`src/rtl/button_debouncer.sv`:
```
// Per-button 2-FF synchronizer, counter debounce filter, clean level and 1-cycle rise/fall pulses.
// Optional per-button 8-bit press counters when BTN_PRESS_COUNT_EN is defined.
module button_debouncer #(
  parameter int NUM_BTNS        = 2,
  parameter int DEBOUNCE_CYCLES = 250000
) (
  input  logic                  i_clk,
  input  logic                  i_rst,
  input  logic [NUM_BTNS-1:0]   i_btn,
  output logic [NUM_BTNS-1:0]   o_btn,
  output logic [NUM_BTNS-1:0]   o_rise,
  output logic [NUM_BTNS-1:0]   o_fall
`ifdef BTN_PRESS_COUNT_EN
  ,
  output logic [8*NUM_BTNS-1:0] o_press_cnt
`endif
);

  localparam int CNT_W = $clog2(DEBOUNCE_CYCLES);
  localparam logic [CNT_W-1:0] CNT_MAX = CNT_W'(DEBOUNCE_CYCLES - 1);

  logic [NUM_BTNS-1:0]            sync1_q, sync2_q;
  logic [NUM_BTNS-1:0]            btn_q, btn_d;
  logic [NUM_BTNS-1:0]            rise_q, rise_d;
  logic [NUM_BTNS-1:0]            fall_q, fall_d;
  logic [NUM_BTNS-1:0][CNT_W-1:0] cnt_q, cnt_d;

  always_comb begin
    btn_d  = btn_q;
    rise_d = '0;
    fall_d = '0;
    cnt_d  = cnt_q;
    for (int n = 0; n < NUM_BTNS; n++) begin
      if (sync2_q[n] == btn_q[n]) begin
        cnt_d[n] = '0;
      end else if (cnt_q[n] == CNT_MAX) begin
        // Input has disagreed with the accepted level for long enough: accept it.
        btn_d[n]  = sync2_q[n];
        rise_d[n] = sync2_q[n];
        fall_d[n] = ~sync2_q[n];
        cnt_d[n]  = '0;
      end else begin
        cnt_d[n] = cnt_q[n] + 1'b1;
      end
    end
  end

  always_ff @(posedge i_clk) begin
    if (i_rst) begin
      sync1_q <= '0;
      sync2_q <= '0;
      btn_q   <= '0;
      rise_q  <= '0;
      fall_q  <= '0;
      cnt_q   <= '0;
    end else begin
      sync1_q <= i_btn;
      sync2_q <= sync1_q;
      btn_q   <= btn_d;
      rise_q  <= rise_d;
      fall_q  <= fall_d;
      cnt_q   <= cnt_d;
    end
  end

  assign o_btn  = btn_q;
  assign o_rise = rise_q;
  assign o_fall = fall_q;

`ifdef BTN_PRESS_COUNT_EN
  logic [8*NUM_BTNS-1:0] press_q, press_d;

  // Counts advance on the same edge the rise pulse is registered; 8-bit wrap.
  always_comb begin
    press_d = press_q;
    for (int n = 0; n < NUM_BTNS; n++) begin
      if (rise_d[n]) press_d[n*8 +: 8] = press_q[n*8 +: 8] + 8'd1;
    end
  end

  always_ff @(posedge i_clk) begin
    if (i_rst) press_q <= '0;
    else       press_q <= press_d;
  end

  assign o_press_cnt = press_q;
`endif

endmodule

```
`config.mk`:
```
export PLATFORM = sky130hd
export DESIGN_NAME = button_debouncer
export DESIGN_NICKNAME = d
export VERILOG_FILES = /design/src/rtl/button_debouncer.sv
export SDC_FILE = /design/constraint.sdc
export NUM_CORES = 1
export LEC_CHECK = 0
export CAP_MARGIN = 5
export CORE_AREA = 3 3 76 78
export CTS_CLUSTER_SIZE = 25
export DETAILED_ROUTE_END_ITERATION = 8
export DIE_AREA = 0 0 79 81
export GPL_ROUTABILITY_DRIVEN = 0
export HOLD_SLACK_MARGIN = 0.15
export PLACE_DENSITY = 0.5
export SKIP_CTS_REPAIR_TIMING = 1
export SYNTH_ARGS = -nofsm -noshare
export SYNTH_HDL_FRONTEND = slang
export SYNTH_SLANG_ARGS = --single-unit
```
`constraint.sdc`:
```
create_clock -name i_clk -period 4.5 [get_ports i_clk]
set_input_delay 0.45 -clock i_clk [delete_from_list [all_inputs] [get_ports i_clk]]
set_output_delay 0.45 -clock i_clk [all_outputs]
set_load 0.05 [all_outputs]
```
==> flow_summary_export.csv, run 1 <==
group,metric,value,unit
run_status,status,"finished clean",
grt,grt_first_pass_wirelength,6.82,mm
sta,worstMarginPinSlew,0.705,ns
worst_setup_path,arrival,2.38,ns
sta,hold_slack,0.442,ns
grt,groute.layer.met1.usage,17.3,%
yosys,post_synth.cell_area_avg,9.00,µm²
route,routed_via_density,4.89,
yosys,netlist_instances,219,
yosys,synth-edff-count,0,
power,vdd_ir_drop_max,0.157,mV
route,drtIter0Drc,60,
yosys,mappedNetlistNets,225,
clocking,maximum_buffer_depth_of_the_clock_tree,2,
sta,slew-limit-headroom,52.5,%
die,start_util,38.3,%
sta,final-max-slew-violation-count,0,
yosys,synth_seq_cells,46,
power,cellLeakagePower,0.650,nW
route,remaining_drc_errors,0,
flow_run,cap_viol_max_count,0,
sta,layout_worst_path_cycle_share,48.7,%
sta,setup_slack,2.31,ns
route,firstDrtPassIters,4,
sta,setup_viol,0,
worst_setup_path,critPathKind,"reg -> reg",
sta,hold_viol_final,0,
placement,dpl-instance-area,2140,µm²
min_path,holdCritPathClass,"reg -> reg",
cells_and_area,postLayoutCoreUtil,43.4,%
placement,detailed_place_hpwl,2.60,mm
yosys,synth_flop_cell,"sky130_fd_sc_hd__dfxtp_1",
cells_and_area,instances_no_fill,302,
worst_setup_path,worst-path-max-fanout,10,
cells_and_area,antenna_cells,0,
grt,overflow,0,
yosys,asyncSetResetFlopFracSynth,0,%
die,die-width,79,µm
yosys,ys.warnings.count,0,
clocking,clock-sinks,46,
worst_setup_path,cp_data_required_time,4.69,ns
clocking,htree_levels,2,
clocking,number_of_cts_inserted_buffers,5,
power,power.density_cell_area,302,nW/µm²
sta,skew,0.00315,ns
clocking,tritoncts_clock_tree,"built",
route,detail-route-antenna-nets,0,
sta,period_minus_slack,2.19,ns
grt,grt_use_total,13.4,%
die,dieArea,6400,µm²
placement,port-buffer-count,9,
die,i_o_pins,10,
route,avgRoutedWirePerCell,12.2,µm
cells_and_area,nNetsFinal,237,
yosys,post_synthesis_cell_area,1970,µm²
die,fp.dieH,81,µm
placement,cell_count_after_placement,294,
grt,first_global_vias,1491,
grt,global_route.usage.met2,21.6,%
grt,global_route.peak_usage_layer,"met2",
worst_setup_path,timing.critical_path.to_type,"flip-flop",
sta,max_freq,0.456,GHz
cells_and_area,flow.area_growth_from_synthesis,13.1,%
power,design_power_total,673,µW
die,placeable_core_area,5140,µm²
sta,rsz0062_at_grt,"false",
cells_and_area,layout.filler_cells,563,
grt,grt_start_max_net_pins,18,
yosys,yosys.cell_types.count,32,
clocking,clock_insertion_delay_worst_skew,0.29,ns
route,finalWirelength,3.69,mm
grt,grt_util_met3,3.22,%
worst_setup_path,timing.critical_path.from_type,"flip-flop",
sta,timing.setup.tns,0,ns
clocking,cts.reportedPaths.clkPinSlew,0.08,ns
yosys,sequential_fraction_of_the_synthesis_area,46.7,%
die,placement_row_count,26,
cells_and_area,post_route_cells_drive_above_1_share,5.60,%
clocking,root_buffer,"sky130_fd_sc_hd__clkbuf_8",
placement,place_ws,2.31,ns
cells_and_area,final_design_area_no_fill,2230,µm²
grt,grt_antenna_before_repair,0,
route,dr_total_vias,1478,
[placed cells by master (no fill, tap or decap), types with 2 or more instances in the layout]
| cell type | count |
|---|---|
| sky130_fd_sc_hd__nand3_1 | 13 |
| sky130_fd_sc_hd__or4_1 | 4 |
| sky130_fd_sc_hd__inv_1 | 4 |
| sky130_fd_sc_hd__nor4_1 | 12 |
| sky130_fd_sc_hd__xor2_1 | 8 |
| sky130_fd_sc_hd__nand2b_1 | 6 |
| sky130_fd_sc_hd__buf_4 | 2 |
| sky130_fd_sc_hd__nand2_1 | 9 |
| sky130_fd_sc_hd__and3_1 | 4 |
| sky130_fd_sc_hd__o31ai_1 | 3 |
| sky130_fd_sc_hd__clkbuf_8 | 6 |
| sky130_fd_sc_hd__nand4_1 | 12 |
| sky130_fd_sc_hd__dfxtp_1 | 46 |
| sky130_fd_sc_hd__clkdlybuf4s50_1 | 9 |
| sky130_fd_sc_hd__a21oi_1 | 6 |
| sky130_fd_sc_hd__nor3_1 | 10 |
| sky130_fd_sc_hd__ha_1 | 2 |
| sky130_fd_sc_hd__nor2b_1 | 4 |
| sky130_fd_sc_hd__and4_1 | 2 |
| sky130_fd_sc_hd__nor2_1 | 35 |
| sky130_fd_sc_hd__xnor2_1 | 21 |
[path summary, 6_finish.rpt]
| check | start | to | slack (ns) | cells past startpoint |
|---|---|---|---|---|
| setup reg to reg | cnt_q[18] | cnt_q[32] | 2.31 | 5 |
| hold reg to reg | sync1_q[0] | sync2_q[0] | 0.44 | 1 |
| hold / removal | sync1_q[0] | sync2_q[0] | 0.44 | 1 |
| setup / recovery | cnt_q[18] | cnt_q[32] | 2.31 | 5 |
[layout make-up]
type | instances | area, µm² | area share [%]
Timing Repair Buffer | 11 | 105 | 4.71
Tap cell | 70 | 87.6 | 3.93
Clock inverter | 1 | 5.00 | 0.224
Clock buffer | 7 | 86.3 | 3.87
Multi-Input combinational cell | 163 | 1010 | 45.3
Inverter | 4 | 15.0 | 0.673
Sequential cell | 46 | 921 | 41.3
[cell usage after synthesis, types with 2 or more instances]
cell | number | area [µm²]
sky130_fd_sc_hd__ha_1 | 2 | 25.0
sky130_fd_sc_hd__inv_1 | 4 | 15.0
sky130_fd_sc_hd__dfxtp_1 | 46 | 921
sky130_fd_sc_hd__xor2_1 | 8 | 70.1
sky130_fd_sc_hd__a21oi_1 | 6 | 30.0
sky130_fd_sc_hd__and3_1 | 4 | 25.0
sky130_fd_sc_hd__or4_1 | 4 | 30.0
sky130_fd_sc_hd__nor3_1 | 10 | 50.1
sky130_fd_sc_hd__nor2_1 | 35 | 131
sky130_fd_sc_hd__o31ai_1 | 3 | 22.5
sky130_fd_sc_hd__clkbuf_1 | 4 | 15.0
sky130_fd_sc_hd__nand2_1 | 9 | 33.8
sky130_fd_sc_hd__nor2b_1 | 4 | 25.0
sky130_fd_sc_hd__xnor2_1 | 21 | 184
sky130_fd_sc_hd__nor4_1 | 12 | 75.1
sky130_fd_sc_hd__buf_2 | 2 | 10.0
sky130_fd_sc_hd__nand4_1 | 12 | 75.1
sky130_fd_sc_hd__nand3_1 | 13 | 65.1
sky130_fd_sc_hd__nand2b_1 | 6 | 37.5
sky130_fd_sc_hd__and4_1 | 2 | 17.5
[cell families (layout without fill, tap and decap cells)]
logic type | after synthesis | in the layout | synth area share [%]
AOI/OAI and AO/OA | 12 | 12 | 4.00
xor gates and xnor gates | 29 | 29 | 12.9
adders and majority gates | 2 | 2 | 1.27
buffers and inverters | 10 | 23 | 2.03
DFF | 46 | 46 | 46.7
muxes | 1 | 1 | 0.508
and+or+nand+nor | 119 | 119 | 32.6
[critical path, cell delays in order, from the launching register on]
cell and delay (ns):
sky130_fd_sc_hd__dfxtp_1 0.40, sky130_fd_sc_hd__ha_1 0.22, sky130_fd_sc_hd__nand3_1 0.32, sky130_fd_sc_hd__o41ai_2 0.78
sky130_fd_sc_hd__buf_4 0.30, sky130_fd_sc_hd__nor2_1 0.06
[state kept, by name, summed over array words and instances (netlist names)]
signal	flops
o_fall	2
o_rise	2
sync1_q	2
o_btn	2
cnt_q	36
sync2_q	2
[routing by layer]
layer	share of wire (%)	routed length (µm)
met1	53	1950
met2	44	1620
met3	1.8	66
met4	1.4	52
met5	0	0
[where the power goes]
part / total (mW) / switching (mW) / internal (mW)
clock: 0.253 / 0.129 / 0.124
sequential: 0.410 / 0.00125 / 0.409
combinational: 0.0106 / 0.00553 / 0.00508
total: 0.673 / 0.136 / 0.538
No activity file was read; power rests on OpenSTA's default activity.
==> run 2: changes to the inputs <==
--- a/config.mk
+++ b/config.mk
@@ -12,7 +12,7 @@
 export DIE_AREA = 0 0 79 81
 export GPL_ROUTABILITY_DRIVEN = 0
 export HOLD_SLACK_MARGIN = 0.15
-export PLACE_DENSITY = 0.5
+export PLACE_DENSITY = 0.52
 export SKIP_CTS_REPAIR_TIMING = 1
 export SYNTH_ARGS = -nofsm -noshare
 export SYNTH_HDL_FRONTEND = slang
==> constraint.sdc (replaced) <==
create_clock -name i_clk -period 1.9 [get_ports i_clk]
set_input_delay 0.19 -clock i_clk [delete_from_list [all_inputs] [get_ports i_clk]]
set_output_delay 0.19 -clock i_clk [all_outputs]
set_load 0.05 [all_outputs]
==> run 2 against run 1 <==
Compared with the run above: die area did not move; non-clock buffer count rose by 11; clock power rose by 140%; largest cell class unchanged; via count rose by 4.0%; sequential power rose by 140%.
==> flow_summary_export.csv, run 2 (synthesis gave the netlist of run 1 again) <==
group,metric,value,unit
grt,overflow,0,
sta,skew,0.00445,ns
die,placeable_core_area,5140,µm²
worst_setup_path,timing.critical_path.buf_inv,0,
cells_and_area,layout.filler_cells,545,
route,routed_via_density,4.91,
sta,setup_viol,0,
power,cellLeakagePower,0.698,nW
grt,first_global_vias,1448,
placement,port-buffer-count,9,
worst_setup_path,crit_chain,"nand4_4 > or4_4 > or4_1 > a21oi_1",
worst_setup_path,timing.critical_path.slowest_stage_cell,"sky130_fd_sc_hd__or4_4",
min_path,hold-path-endpoint,"sync1_q[0]",
route,finalWirelength,3.75,mm
worst_setup_path,crit-reg2reg-launch,"cnt_q[6]",
sta,rsz0062_at_grt,"false",
route,firstDrtPassIters,4,
grt,groute.layer.met1.usage,17.3,%
cells_and_area,multi_input_area,1010,µm²
power,switching_share,22.1,%
power,combinationalPowerShare,1.7,%
power,cell_internal_pwr,1.24,mW
worst_setup_path,worst-path-max-fanout,6,
clocking,number_of_cts_inserted_buffers,5,
worst_setup_path,timing.critical_path.slowest_cell_delay,0.55,ns
die,fp.dieH,81,µm
power,clockPowerShare,37.4,%
flow_run,cap_viol_max_count,0,
worst_setup_path,timing.critical_path.from_type,"flip-flop",
grt,grt_start_max_net_pins,18,
run_status,status,"finished clean",
clocking,tritoncts_clock_tree,"built",
clocking,clock-sinks,46,
worst_setup_path,cpLargestDelayFamily,"simple AND/OR/NAND/NOR gates",
cells_and_area,max_reg_flops,36,
power,seq_power_share,61.0,%
sta,timing.setup.tns,0,ns
power,power.density_cell_area,689,nW/µm²
die,i_o_pins,10,
route,remaining_drc_errors,0,
cells_and_area,post_route_cells_drive_above_1_share,10.3,%
route,drtIter0Drc,51,
route,dr_total_vias,1537,
cells_and_area,postLayoutCoreUtil,45.0,%
die,die-width,79,µm
die,start_util,38.3,%
grt,grt_use_total,13.0,%
sta,final-max-slew-violation-count,0,
worst_setup_path,r2r.worst_path.cells,4,
sta,worstMarginPinSlew,0.498,ns
cells_and_area,mostFrequentLayoutCells,"sky130_fd_sc_hd__dfxtp_1 (46), sky130_fd_sc_hd__nor2_1 (35), sky130_fd_sc_hd__xnor2_1 (21), sky130_fd_sc_hd__nand3_1 (13), sky130_fd_sc_hd__buf_4 (13)",
cells_and_area,flow.area_growth_from_synthesis,17.3,%
cells_and_area,most_common_library_cell_in_the_layout_ignoring_fill_and_taps,"sky130_fd_sc_hd__dfxtp_1",
worst_setup_path,cp_data_required_time,2.13,ns
sta,slew-limit-headroom,66.7,%
cells_and_area,final-seq-area,921,µm²
worst_setup_path,arrival,2.01,ns
sta,period_minus_slack,1.78,ns
worst_setup_path,critPathKind,"reg -> reg",
clocking,htree_levels,2,
clocking,maximum_buffer_depth_of_the_clock_tree,2,
clocking,clock_insertion_delay_worst_skew,0.30,ns
worst_setup_path,setup.reg_to_reg.worst_slack,0.12,ns
grt,grt_antenna_before_repair,0,
cells_and_area,nNetsFinal,248,
power,power.net_switching,352,µW
grt,global_route.usage.met2,19.7,%
sta,layout_worst_path_cycle_share,93.7,%
min_path,hold_path_startpoint,"i_btn[0]",
grt,grt_util_met3,4.66,%
placement,detailed_place_hpwl,2.68,mm
route,avgRoutedWirePerCell,12.0,µm
cells_and_area,most_flop_heavy_register,"cnt_q",
worst_setup_path,timing.critical_path.to_type,"flip-flop",
clocking,root_buffer,"sky130_fd_sc_hd__clkbuf_8",
power,vdd_ir_drop_max,0.382,mV
sta,hold_viol_final,0,
route,detail-route-antenna-nets,0,
min_path,holdCritPathClass,"in -> reg",
grt,grt_first_pass_wirelength,6.61,mm
worst_setup_path,worstReg2RegEnd,"cnt_q[17]",
die,placement_row_count,26,
sta,max_freq,0.562,GHz
min_path,hold-path-cell-count,2,
clocking,cts.reportedPaths.clkPinSlew,0.09,ns
die,dieArea,6400,µm²
grt,global_route.peak_usage_layer,"met2",
cells_and_area,antenna_cells,0,
run 2: cell types whose count changed in the layout (fill, tap and decap cells not counted), sizes merged:
cell      delta
clkbuf       -2
clkinvlp     +1
buf         +11
clkinv       +1
run 2: per-layer routing:
metal  routed length [µm]  share of wire, %
met3                  126               3.4
met5                    0                 0
met2                 1640                44
met4                   27              0.72
met1                 1950                52
run 2: metrics by stage:
stage,total power [mW],hold slack [ns],cells,worst slack (ns),area [µm²]
after floorplan,1.01,0.318,219,0.113,1970
after global placement,1.02,0.416,305,0.181,2220
after detailed placement,1.02,0.428,305,0.144,2220
after CTS,1.63,0.422,313,0.106,2310
after global routing,1.67,0.437,313,0.0376,2310
final,1.59,0.434,313,0.119,2310
run 2: power by group through the flow:
stage          clock network [mW]  registers, mW  logic [mW]
2_1_floorplan                   0          0.993      0.0141
3_3_place_gp                    0          0.994      0.0272
3_5_place_dp                    0          0.994      0.0274
4_1_cts                     0.632          0.972      0.0274
5_1_grt                     0.668          0.972      0.0304
6_report                    0.595          0.971      0.0266
run 2: layout make-up:
class                      instances  share of cell area, %
clock buffer                       5                   2.98
multi-input combinational        163                   43.7
clock inverter                     3                  0.920
sequential                        46                   39.8
tap                               70                   3.79
timing repair buffer              22                   8.12
inverter                           4                  0.650
run 2: how the worst max path moves through the flow:
stage	from	end	slack [ns]	depth (start not counted)
3_5_place_dp	cnt_q[6]	cnt_q[17]	0.14	4
5_1_grt	cnt_q[0]	cnt_q[16]	0.04	5
3_3_place_gp	cnt_q[6]	cnt_q[15]	0.18	4
6_report	cnt_q[6]	cnt_q[17]	0.12	4
4_1_cts	cnt_q[6]	cnt_q[17]	0.11	4
2_1_floorplan	cnt_q[18]	cnt_q[21]	0.11	5
==> patch: new RTL, config.mk and constraints of run 2 <==
The parameter `DEBOUNCE_CYCLES` goes from 250000 to 1000000.
--- a/src/rtl/button_debouncer.sv
+++ b/src/rtl/button_debouncer.sv
@@ -4,3 +4,3 @@
   parameter int NUM_BTNS        = 2,
-  parameter int DEBOUNCE_CYCLES = 250000
+  parameter int DEBOUNCE_CYCLES = 1000000
 ) (
Check against the original RTL: no difference found for any inputs over 10 cycles, from zero or initial values and one cycle with i_rst high; that may be too few to reach the edited logic, so the function may still have changed.
==> patch against run 2 <==
- sequential share of layout area is 1.1 points lower
- setup slack better by 0.066 ns
- sequential cell count is 4 higher
- critical path depth is 1 higher
- area after synthesis is 13% higher
- clock skew is 0.0035 ns higher
- design area is 12% higher
- cell count is 6.7% higher
- combinational power is 13% higher
- wire length is 11% higher
- die area stayed put
- power is 15% higher
- critical path type unchanged
- critical endpoint is now cnt_q[1]
- highest routed layer unchanged
==> patch: results (changes against run 2) <==
| Quantity | Reported | Change |
|---|---|---|
| Slew margin rel. | 0.6703 | was 0.6671 |
| Outcome | completed | unchanged |
| Worst clock skew | 0.007914 ns | was 0.004448 ns |
| Register area share after synthesis | 0.4502 | was 0.4673 |
| Number of antenna violations at the first check in global routing | 0 | unchanged |
| Leading cell types by total area after synthesis | sky130_fd_sc_hd__dfxtp_1 45%, sky130_fd_sc_hd__xnor2_1 6.3%, sky130_fd_sc_hd__nor2_1 5.7% | was sky130_fd_sc_hd__dfxtp_1 47%, sky130_fd_sc_hd__xnor2_1 9.3%, sky130_fd_sc_hd__nor2_1 6.7% |
| Skew-Pair Late Insertion Delay | 0.29 ns |  |
| Maximum fanout along the worst path | 6 | unchanged |
| Number of warnings reported in the yosys synthesis log | 0 | unchanged |
| Total Nets Final | 270 | was 248 |
| Post-Place Cell Area | 2471 um^2 | was 2221 um^2 |
| Arrival time at the worst endpoint | 1.90 ns | was 2.01 ns |
| DRC marker count from the first detailed-route iteration | 35 | was 51 |
| List of most frequent post-synthesis cells | 50 x sky130_fd_sc_hd__dfxtp_1, 34 x sky130_fd_sc_hd__nor2_1, 16 x sky130_fd_sc_hd__xnor2_1, 11 x sky130_fd_sc_hd__nand2_1, 11 x sky130_fd_sc_hd__nand3_1 | was 46 x sky130_fd_sc_hd__dfxtp_1, 35 x sky130_fd_sc_hd__nor2_1, 21 x sky130_fd_sc_hd__xnor2_1, 13 x sky130_fd_sc_hd__nand3_1 |
| Max VDD drop | 0.3832 mV | was 0.3824 mV |
| Vias in the first global route | 1621 | was 1448 |
| Routed via count divided by cell count | 5.078 | was 4.911 |
| Max FFs per register | 40 | was 36 |
| Post-Syn Nets | 248 | was 225 |
| Number of different library cells in the post-synthesis netlist | 42 | was 32 |
| Leak | 0.0008075 uW | was 0.0006979 uW |
| Maximum root-to-sink buffer count | 2 | unchanged |
| Clock Root Buffer | sky130_fd_sc_hd__clkbuf_8 | unchanged |
| Number of failing setup endpoints in the final timing report | 0 | unchanged |
| Classification of the worst-slack hold path | register to register | was input pin to register |
| Share of async-settable or async-resettable flops after synthesis | 0 | unchanged |
| Synthesized instance count | 242 | was 219 |
| Number of clock buffers inserted by TritonCTS | 5 | unchanged |
| Largest net degree at the start of global routing | 19 | was 18 |
| Number of detailed-routing iterations run before antenna repair | 4 | unchanged |
| Max H-tree Level | 2 | unchanged |
| Count of buffers from port buffering | 9 | unchanged |
| Clock-pin slew reported for the worst setup and hold paths after clock tree synthesis | 0.09 ns | about the same |
| Prevailing post-synth register cell | sky130_fd_sc_hd__dfxtp_1 | unchanged |
| Fraction of final layout cells sized beyond drive strength 1 | 0.1288 | was 0.1029 |
| Largest Register | cnt_q | unchanged |
| Number of antenna cells inserted | 0 | unchanged |
| Avg WL per Cell | 12.41 um | was 11.97 um |
| Overall Global Routing Usage | 0.1450 | was 0.1300 |
| Number of filler cells placed in the layout | 534 | was 545 |
| First-pass GRT wire length | 7.314 mm | was 6.610 mm |
| Final non-filler cell total | 334 | was 313 |
| DPL Wire Length | 3.073 mm | was 2.684 mm |
[patch: worst paths after layout]
path / slack (ns) / to / from / depth (start not counted)
worst max register to register: 0.19 / cnt_q[1] / cnt_q[0] / 5
worst min-delay path: 0.44 / cnt_q[20] / cnt_q[20] / 1
worst min register to register: 0.44 / cnt_q[20] / cnt_q[20] / 1
worst max-delay path: 0.19 / cnt_q[1] / cnt_q[0] / 5
[patch: layout make-up]
type	count	area share
repair buffers	23	0.08039
well taps	70	0.03390
inverters	5	0.007264
flip-flops and latches	50	0.3874
clock buffers	6	0.03196
clock inverters	1	0.01162
multi-input cells	179	0.4475
[patch: per-layer routing]
metal	track usage	vias up	routed length, um
li1	-	904	-
met4	0.05155	0	30
met2	0.2534	3	2075
met5	0	-	0
met1	0.1729	787	1978
met3	0.03659	2	61
[patch: worst max-delay path, cell delays in order, from the launching register on]
cell                      delay [ns]
sky130_fd_sc_hd__dfxtp_1        0.39
sky130_fd_sc_hd__ha_1           0.24
sky130_fd_sc_hd__nand3_4        0.12
sky130_fd_sc_hd__or2_1          0.28
sky130_fd_sc_hd__or3_4          0.40
sky130_fd_sc_hd__and3_1         0.18
[patch: cell families (layout without fill, tap and decap cells)]
logic type	Yosys count	in the layout	synth area share
and+or+nand+nor	124	124	0.3281
DFF	50	50	0.4502
AOI/OAI and AO/OA	27	27	0.07822
xor gates and xnor gates	26	26	0.1024
buffers and inverters	13	35	0.02982
adders and majority gates	2	2	0.01125
[patch: power by group]
group | internal (uW) | switching, uW | leakage, uW
Combinational | 15.2 | 14.8 | 0.000347
Sequential | 1050 | 2.86 | 0.000404
Clock | 421 | 327 | 0.0000573
[patch: stage by stage]
step | setup WS [ns] | power, uW | utilization
5_1_grt | 0.08662 | 1917 | 0.5027
3_5_place_dp | 0.2114 | 1110 | 0.4808
3_3_place_gp | 0.2391 | 1110 | 0.4808
6_report | 0.1855 | 1833 | 0.5027
2_1_floorplan | 0.1742 | 1095 | -
4_1_cts | 0.1658 | 1875 | 0.5027
